$ cat src/rtl/gpu_pkg.sv
// gpu_pkg: shared definitions for the instruction sequencer.
//   - opcode encodings (controller-class and memory-class)
//   - instruction field bit positions (op, rd, imm; low byte is opaque payload)
//   - controller FSM state type
//   - is_mem_op(): true for opcodes forwarded verbatim to the memory module
package gpu_pkg;

   localparam logic [3:0] OP_NOP    = 4'h0;
   localparam logic [3:0] OP_SETR   = 4'h1;
   localparam logic [3:0] OP_ADDR   = 4'h2;
   localparam logic [3:0] OP_BNZ    = 4'h3;
   localparam logic [3:0] OP_SMA    = 4'h6;
   localparam logic [3:0] OP_LOADI  = 4'h7;
   localparam logic [3:0] OP_SENDL  = 4'h8;
   localparam logic [3:0] OP_LOADB  = 4'h9;
   localparam logic [3:0] OP_WRITEB = 4'hA;
   localparam logic [3:0] OP_HALT   = 4'hF;

   localparam int unsigned OP_MSB  = 31;
   localparam int unsigned OP_LSB  = 28;
   localparam int unsigned RD_MSB  = 27;
   localparam int unsigned RD_LSB  = 24;
   localparam int unsigned IMM_MSB = 23;
   localparam int unsigned IMM_LSB = 8;

   typedef enum logic [2:0] {
      IDLE,
      FETCH,
      EXEC,
      ISSUE,
      HALT
   } ctrl_state_t;

   function automatic logic is_mem_op(input logic [3:0] op);
      return (op == OP_SMA) || (op == OP_LOADI) || (op == OP_SENDL) ||
             (op == OP_LOADB) || (op == OP_WRITEB);
   endfunction

endpackage

$ cat src/rtl/private_reg_file.sv
// private_reg_file: Count x Width register file private to the sequencer.
//   clk_i    : clock
//   rst_ni   : synchronous active-low clear of every register
//   we_i     : write enable
//   waddr_i  : write index
//   wdata_i  : write data
//   raddr_i  : read index
//   rdata_o  : combinational read data
module private_reg_file #(
   parameter int unsigned Width = 16,
   parameter int unsigned Count = 16,
   localparam int unsigned IdxW = (Count > 1) ? $clog2(Count) : 1
) (
   input  logic            clk_i,
   input  logic            rst_ni,
   input  logic            we_i,
   input  logic [IdxW-1:0] waddr_i,
   input  logic [Width-1:0] wdata_i,
   input  logic [IdxW-1:0] raddr_i,
   output logic [Width-1:0] rdata_o
);

   logic [Width-1:0] regs_q [Count];

   always_ff @(posedge clk_i) begin
      if (!rst_ni) begin
         for (int i = 0; i < Count; i++) begin
            regs_q[i] <= '0;
         end
      end else if (we_i) begin
         regs_q[waddr_i] <= wdata_i;
      end
   end

   assign rdata_o = regs_q[raddr_i];

endmodule

$ cat src/rtl/gpu_controller.sv
// gpu_controller: instruction sequencer feeding the memory module.
//   clk_in                 : system clock
//   rst_in                 : synchronous active-low reset
//   start_in               : pulse, begin execution at PC 0 (ignored while running)
//   instr_addr_out         : instruction BRAM read address
//   instr_data_in          : BRAM data, sampled on the ROM_LATENCY-th edge after the address
//   memory_idle_in         : memory module idle flag
//   memory_instr_out       : last issued instruction (qualify with valid)
//   memory_instr_valid_out : one-cycle issue strobe
//   busy_out               : high from start until halt
//   done_out               : one-cycle pulse on halt
// Memory-class opcodes are forwarded one at a time; controller-class opcodes
// (SETR, ADDR, BNZ, HALT) execute locally against a private register file.
module gpu_controller
   import gpu_pkg::*;
#(
   parameter int unsigned INSTRUCTION_WIDTH = 32,
   parameter int unsigned INSTRUCTION_COUNT = 8,
   parameter int unsigned PRIVATE_REG_WIDTH = 16,
   parameter int unsigned PRIVATE_REG_COUNT = 16,
   parameter int unsigned ROM_LATENCY       = 2,
   localparam int unsigned AW   = (INSTRUCTION_COUNT > 1) ? $clog2(INSTRUCTION_COUNT) : 1,
   localparam int unsigned RIW  = (PRIVATE_REG_COUNT > 1) ? $clog2(PRIVATE_REG_COUNT) : 1
) (
   input  logic                         clk_in,
   input  logic                         rst_in,
   input  logic                         start_in,
   output logic [AW-1:0]                instr_addr_out,
   input  logic [INSTRUCTION_WIDTH-1:0] instr_data_in,
   input  logic                         memory_idle_in,
   output logic [INSTRUCTION_WIDTH-1:0] memory_instr_out,
   output logic                         memory_instr_valid_out,
   output logic                         busy_out,
   output logic                         done_out
);

   localparam int unsigned CW = $clog2(ROM_LATENCY + 1);
   localparam logic [CW-1:0] CntLast = CW'(ROM_LATENCY - 1);
   localparam logic [AW-1:0] PcLast  = AW'(INSTRUCTION_COUNT - 1);

   ctrl_state_t                  state_q;
   logic [AW-1:0]                pc_q;
   logic [AW-1:0]                addr_q;
   logic [CW-1:0]                cnt_q;
   logic [INSTRUCTION_WIDTH-1:0] instr_q;
   logic [INSTRUCTION_WIDTH-1:0] last_q;
   logic                         busy_q;
   logic                         done_q;

   // Field decode of the latched instruction
   logic [3:0]                   op;
   logic [3:0]                   rd;
   logic [15:0]                  imm;
   assign op  = instr_q[OP_MSB:OP_LSB];
   assign rd  = instr_q[RD_MSB:RD_LSB];
   assign imm = instr_q[IMM_MSB:IMM_LSB];

   logic                         reg_we;
   logic [PRIVATE_REG_WIDTH-1:0] reg_wdata;
   logic [PRIVATE_REG_WIDTH-1:0] reg_rdata;

   assign reg_we    = (state_q == EXEC) && ((op == OP_SETR) || (op == OP_ADDR));
   assign reg_wdata = (op == OP_SETR) ? PRIVATE_REG_WIDTH'(imm)
                                      : reg_rdata + PRIVATE_REG_WIDTH'(imm);

   private_reg_file #(
      .Width (PRIVATE_REG_WIDTH),
      .Count (PRIVATE_REG_COUNT)
   ) u_reg_file (
      .clk_i   (clk_in),
      .rst_ni  (rst_in),
      .we_i    (reg_we),
      .waddr_i (rd[RIW-1:0]),
      .wdata_i (reg_wdata),
      .raddr_i (rd[RIW-1:0]),
      .rdata_o (reg_rdata)
   );

   // Next-PC resolution for controller-class instructions in EXEC.
   // Stepping past the last slot, or branching outside the program, halts.
   logic                         pc_last;
   logic [AW-1:0]                pc_inc;
   logic [AW-1:0]                target;
   logic                         exec_halt;
   logic [AW-1:0]                exec_pc;

   assign pc_last = (pc_q == PcLast);
   assign pc_inc  = pc_q + AW'(1);
   assign target  = imm[AW-1:0];

   always_comb begin
      exec_halt = 1'b0;
      exec_pc   = pc_inc;
      if (op == OP_HALT) begin
         exec_halt = 1'b1;
      end else if ((op == OP_BNZ) && (reg_rdata != '0)) begin
         exec_pc   = target;
         exec_halt = !(32'(target) < INSTRUCTION_COUNT);
      end else begin
         exec_halt = pc_last;
      end
   end

   // The strobe fires in the very cycle idle is seen high; rst_in gates it so
   // an abort can never leak a final issue.
   logic issue_fire;
   assign issue_fire = (state_q == ISSUE) && memory_idle_in && rst_in;

   always_ff @(posedge clk_in) begin
      if (!rst_in) begin
         state_q <= IDLE;
         pc_q    <= '0;
         addr_q  <= '0;
         cnt_q   <= '0;
         instr_q <= '0;
         last_q  <= '0;
         busy_q  <= 1'b0;
         done_q  <= 1'b0;
      end else begin
         done_q <= 1'b0;
         unique case (state_q)
            IDLE: begin
               if (start_in) begin
                  pc_q    <= '0;
                  addr_q  <= '0;
                  cnt_q   <= '0;
                  busy_q  <= 1'b1;
                  state_q <= FETCH;
               end
            end
            FETCH: begin
               if (cnt_q == CntLast) begin
                  instr_q <= instr_data_in;
                  state_q <= EXEC;
               end else begin
                  cnt_q <= cnt_q + CW'(1);
               end
            end
            EXEC: begin
               if (is_mem_op(op)) begin
                  state_q <= ISSUE;
               end else if (exec_halt) begin
                  busy_q  <= 1'b0;
                  done_q  <= 1'b1;
                  state_q <= HALT;
               end else begin
                  pc_q    <= exec_pc;
                  addr_q  <= exec_pc;
                  cnt_q   <= '0;
                  state_q <= FETCH;
               end
            end
            ISSUE: begin
               if (memory_idle_in) begin
                  last_q <= instr_q;
                  if (pc_last) begin
                     busy_q  <= 1'b0;
                     done_q  <= 1'b1;
                     state_q <= HALT;
                  end else begin
                     pc_q    <= pc_inc;
                     addr_q  <= pc_inc;
                     cnt_q   <= '0;
                     state_q <= FETCH;
                  end
               end
            end
            HALT: begin
               state_q <= IDLE;
            end
            default: begin
               state_q <= IDLE;
            end
         endcase
      end
   end

   assign instr_addr_out         = addr_q;
   assign memory_instr_out       = issue_fire ? instr_q : last_q;
   assign memory_instr_valid_out = issue_fire;
   assign busy_out               = busy_q;
   assign done_out               = done_q;

endmodule

$ cat config.mk
export PLATFORM = sky130hd
export DESIGN_NAME = gpu_controller
export DESIGN_NICKNAME = d
export VERILOG_FILES = /design/src/rtl/gpu_pkg.sv /design/src/rtl/private_reg_file.sv /design/src/rtl/gpu_controller.sv
export SDC_FILE = /design/constraint.sdc
export NUM_CORES = 1
export LEC_CHECK = 0
export BUFFER_PORTS_ARGS = -buffer_cell sky130_fd_sc_hd__buf_2
export CAP_MARGIN = 15
export CELL_PAD_IN_SITES_DETAIL_PLACEMENT = 1
export CELL_PAD_IN_SITES_GLOBAL_PLACEMENT = 1
export CORE_ASPECT_RATIO = 1.75
export CORE_MARGIN = 3
export CORE_UTILIZATION = 50
export DETAILED_ROUTE_END_ITERATION = 7
export GPL_TIMING_DRIVEN = 0
export PLACE_DENSITY_LB_ADDON = 0.1
export SETUP_SLACK_MARGIN = 0.05
export SLEW_MARGIN = 15
export SYNTH_ARGS = -nofsm -noshare
export SYNTH_HDL_FRONTEND = slang
export SYNTH_SLANG_ARGS = --single-unit
$ cat constraint.sdc
create_clock -name clk_in -period 5.7 [get_ports clk_in]
set_input_delay 1.14 -clock clk_in [delete_from_list [all_inputs] [get_ports clk_in]]
set_output_delay 1.14 -clock clk_in [all_outputs]
set_load 0.05 [all_outputs]
Yosys cells after proc, flatten, opt, wreduce, memory -nomap -nowiden --
Memories as Yosys holds them, arrays and structs flattened. A register that Yosys moved wholly into a read port is not among the register bits. Cells that the tools add are included.
Storage, ports and cells: memories 1, bits in writable memories 256, bits of input ports 36, register bits after elaboration 74, logic and storage cells 100, output and inout port bits 38, bits in latches 0, ROM bits 0
Operators by class: equality and inequality tests 23, reductions and logical operators 20, multiply operators 0, bitwise logic cells 0, add/sub/neg operators 3, shifts and indexed selects 0, muxes and demuxes 46, divide/modulo/power cells 0, magnitude comparators 0
Memory list:
- u_reg_file.regs_q | words 16, bits a word 16, rd ports 1, clocked after memory_dff 1, wr ports 16, RTL line private_reg_file.sv:23 | logic [Width-1:0] regs_q [Count];
Operators with widths (number):
- 3-bit 2-to-1 mux | 13
- 16-bit 2-to-1 mux | 2
- 32-bit 2-to-1 mux | 1
- 2-bit inequality test, second input constant | 9
- 16-bit adder | 1
- 4-bit == test, second input constant | 4
- 1-bit 2-to-1 mux | 16
- 16-bit nonzero test | 1
- 16-bit OR reduction | 1
- 2-bit 2-to-1 mux | 6
- 4-bit 2-to-1 mux | 3
- 3-bit case mux with 4 select lines | 1
- 6-bit AND reduction | 2
- 3-bit case mux with 3 select lines | 1
- 4-bit by 2-bit == test with 1-bit output, second input constant | 2
- 4-bit by 3-bit == test with 1-bit output, second input constant | 2
- 2-bit case mux with 4 select lines | 1
- 7-bit AND reduction | 1
- 3-bit by 2-bit == test with 1-bit output, second input constant | 2
- 1-bit logical OR | 5
- 4-bit by 1-bit == test with 1-bit output, second input constant | 1
- 1-bit logical AND | 4
- 2-bit AND reduction | 2
- 4-bit nonzero test | 1
- other kinds (10) | 10

Longest topological paths before layout --
depth in word-level cells 8, gate-level depth with buffers 18, gate-level depth less buffers 15

Cells and area by module --
A second synthesis with hierarchy kept.
Unflattened totals: cell total of the unflattened synthesis 1200, area, all modules 15731.3 um^2
By module, submodules not included:
- private_reg_file | cells an instance 722, instances 1, area each 11725.0 um^2, sequential area each 7687.4 um^2
- gpu_controller | cells an instance 478, instances 1, area each 4006.3 um^2, sequential area each 1481.4 um^2

Worst setup path after synthesis --
OpenSTA, ideal clock, no wires.
path kind reg-to-reg, start register with a tool-made name, end memory u_reg_file.regs_q[10][10], data pin, stages on the path, launching flop included 19, data arrival time 3.815 ns, library setup time 0.266 ns, slack 1.619 ns, required time 5.434 ns, cell sequence dfxtp_1 buf_6 buf_4 mux4_2 a22oi_1 nand2_1 ha_1 inv_1 fa_1 nor2b_1 o21ai_0 a21boi_0 o21ai_0 a211oi_1 o21a_1 or3_1 a31oi_1 clkbuf_1 nor2_1
RTL lines (RTL line):
- end, declared | private_reg_file.sv:23

==> flow_summary.json <==
{
  "syn-instance-count": 1218,
  "crit_required_ns": 6.00,
  "synth_edf_count": 256,
  "grt_pass1_wl_um": 66000,
  "synth_cell_types": 61,
  "syn-mean-instance-area_um2": 12.3,
  "die_height_um": 235,
  "fin_ws_ns": 0.320,
  "first_global_vias": 11100,
  "power_density_nw_per_um2": 300,
  "ys_ff_latch": 334,
  "die_area_um2": 32300,
  "synth_most_common_cell": "nor2_1",
  "clockPowerShare": 0.402,
  "worstSetupEndpointType": "flip-flop",
  "num_rows": 83,
  "drt.antenna.violating_nets": 0,
  "clk_pin_slew_ns": 0.07,
  "die_w_um": 137,
  "dpl.hpwl_um": 33600,
  "layout.cells.non_filler": 1728,
  "antenna_found_initial": 0,
  "ys_warn_count": 0,
  "p_seq_frac": 0.534,
  "via_per_inst": 5.93,
  "cts_setup_buffers": 0,
  "setup_viol": 0,
  "path_buf_inv": 3,
  "leakage_uw": 0.00612,
  "gp_congestion": 0.845,
  "core_um2": 29500,
  "cp_data_arrival_time_ns": 5.68,
  "wl_per_cell_um": 25.4,
  "nets": 1378,
  "yosysTopAreaCell": "edfxtp_1",
  "p_int_uw": 3900,
  "ys.flop_type": "edfxtp_1",
  "insertion_delay_ns": 0.58,
  "regToRegSetupSlack_ns": 0.32,
  "vias": 10200,
  "worstMarginPinSlew_ns": 0.974,
  "antennaDiodeCount": 0,
  "grt_max_degree": 17,
  "ys_top_cells_by_count": "nor2_1, edfxtp_1, nand2_1",
  "max_freq_mhz": 186,
  "cts_max_path_buffers": 3,
  "dpl_cell_area_um2": 15900,
  "worst-setup-path-type": "reg -> reg",
  "netlist_top_cells_area": "edfxtp_1, dfxtp_1, mux4_2, nor2_1, nand2_1",
  "drc": 0,
  "seq_area_frac_synth": 0.615,
  "h-tree-depth": 1,
  "io_buffers": 73,
  "maxCapViolCount": 0,
  "drv_slew": 0,
  "status": "completed",
  "fin_crit_sh": 0.944,
  "clock_tree.root_cell": "clkbuf_16",
  "finClkSkew_ns": 0.0163,
  "ir_worst_vdd_v": 0.000331,
  "power_frac_comb": 0.063,
  "dp_slack_ns": -0.133,
  "cts_made_buffers": 31,
  "start_kind": "flip-flop",
  "design_area_um2": 16900,
  "max-slew-margin-rel": 0.349,
  "switching_share": 0.229,
  "cts_tree": "done",
  "fin_util": 0.572,
  "netlist_area_um2": 15000,
  "synth_top_area_frac": 0.511,
  "finalWirelength_um": 43900,
  "slowest_delay_ns": 0.78,
  "fin_crit_ns": 5.38,
  "drt_pass1_iterations": 5,
  "grt_setup_unrepaired": "no",
  "start_util": 0.510,
  "min_from": "instr_q[1]$_SDFFE_PN0P_",
  "drtIter0Drc": 636,
  "layout-drive-gt1-share": 0.172,
  "crit_fanout": 10,
  "clock_sinks": 334,
  "cts_hold_buf": 0,
  "finalHoldViolations": 0,
  "io_pins": 74,
  "path_cells": "clkbuf_1 -> clkbuf_1 -> mux4_2 -> a22oi_1 -> nand2_1 -> ha_1 -> nor3_1 -> o21ai_0 -> nand3_1 -> nand2_1 -> o41ai_1 -> a21oi_1 -> nor4_4 -> buf_2 -> nor2_1",
  "switchingPower_uw": 1160,
  "hp-class": "reg -> reg",
  "dp.cells": 1673,
  "grt_util_all_layers": 0.275,
  "critPathTopFamily": "buffers and inverters",
  "synthArstFlopShare": 0,
  "area_growth_pct": 12.2,
  "crit_slowest_cell": "clkbuf_1",
  "finalSetupTns_ns": 0,
  "overflow": 0,
  "syn_nets": 1273
}
## flip-flops by register name, summed over array words and instances (netlist names), named ones only
register	flops
u_reg_file.regs_q	256
instr_q	32
last_q	32
instr_addr_out	3
state_q	3
cnt_q	2
busy_out	1
done_out	1
## cells by family (layout without fill, tap and decap cells)
family / count (synthesis) / after routing / share of synthesized area
xor gates and xnor gates: 7 / 7 / 0.00408
adders and majority gates: 19 / 19 / 0.0163
buffers and inverters: 104 / 232 / 0.0295
and+or+nand+nor: 490 / 490 / 0.137
DFF: 334 / 334 / 0.615
muxes: 102 / 102 / 0.125
AOI/OAI and AO/OA: 162 / 162 / 0.0728
## metal layers
layer	wire, um	global-route usage	vias up
li1	-	-	4659
met4	2100	0.113	0
met3	1870	0.0325	102
met1	15300	0.300	5217
met2	24600	0.522	262
met5	0	0	-
## cell usage in the layout (no fill, tap or decap), types with 4 or more instances in the layout
cell type	n
nor4_1	5
nand3_1	12
nor2_1	276
or2_2	4
inv_1	12
mux4_2	58
edfxtp_1	256
buf_1	4
a221oi_1	4
and3_1	5
clkbuf_1	78
mux2i_1	6
nand2_1	131
dfxtp_1	78
a22oi_1	33
ha_1	18
o21ai_0	12
clkinv_1	8
mux4_1	6
nor2b_1	11
nor3_1	14
xnor2_1	6
o21ai_1	7
and2_1	6
a21oi_1	51
clkbuf_16	31
a22o_1	32
mux2_2	32
buf_2	76
## repair_timing
item,in CTS,in global routing
pin swaps,0,0
hold endpoints to repair,0,0
setup endpoints to repair,30,30
resized for setup,6,4
## layout make-up
type / count / area [um^2]
repair buffers: 73 / 365
flip-flops and latches: 334 / 9250
clock buffers: 38 / 802
inverters: 14 / 52.6
fillers: 3041 / 12600
plain buffers: 89 / 399
clock inverters: 18 / 165
well taps: 382 / 478
multi-input cells: 780 / 5370
## power groups by stage
stage | Sequential [uW] | Combinational, uW | Clock (uW)
finish | 2700 | 321 | 2040
CTS | 2710 | 323 | 2060
detailed placement | 2760 | 319 | 0
global placement | 2750 | 311 | 0
global route | 2710 | 349 | 2160
floorplan | 2750 | 200 | 0
## worst reg2reg max path, cell delays in order (launching register included)
cell and delay (ns):
dfxtp_1 0.31, clkbuf_1 0.44, clkbuf_1 0.78, mux4_2 0.47, a22oi_1 0.20, nand2_1 0.12, ha_1 0.29, nor3_1 0.20
o21ai_0 0.30, nand3_1 0.19, nand2_1 0.11, o41ai_1 0.48, a21oi_1 0.14, nor4_4 0.64, buf_2 0.37, nor2_1 0.08
## path summary, 6_finish.rpt
kind	endpoint	depth (start not counted)
setup reg to reg	u_reg_file.regs_q[14][15]$_SDFFCE_PN0P_	15
hold / removal	instr_q[1]$_SDFFE_PN0P_	2
setup / recovery	u_reg_file.regs_q[14][15]$_SDFFCE_PN0P_	15
hold reg to reg	instr_q[1]$_SDFFE_PN0P_	2
## through the flow
| step | total power (uW) | hold WS (ns) |
|---|---|---|
| global route | 5220 | 0.495 |
| floorplan | 2950 | 0.439 |
| detailed placement | 3080 | 0.457 |
| finish | 5060 | 0.476 |
| CTS | 5090 | 0.473 |
| global placement | 3060 | 0.453 |
(Power assumes the default switching activity.)
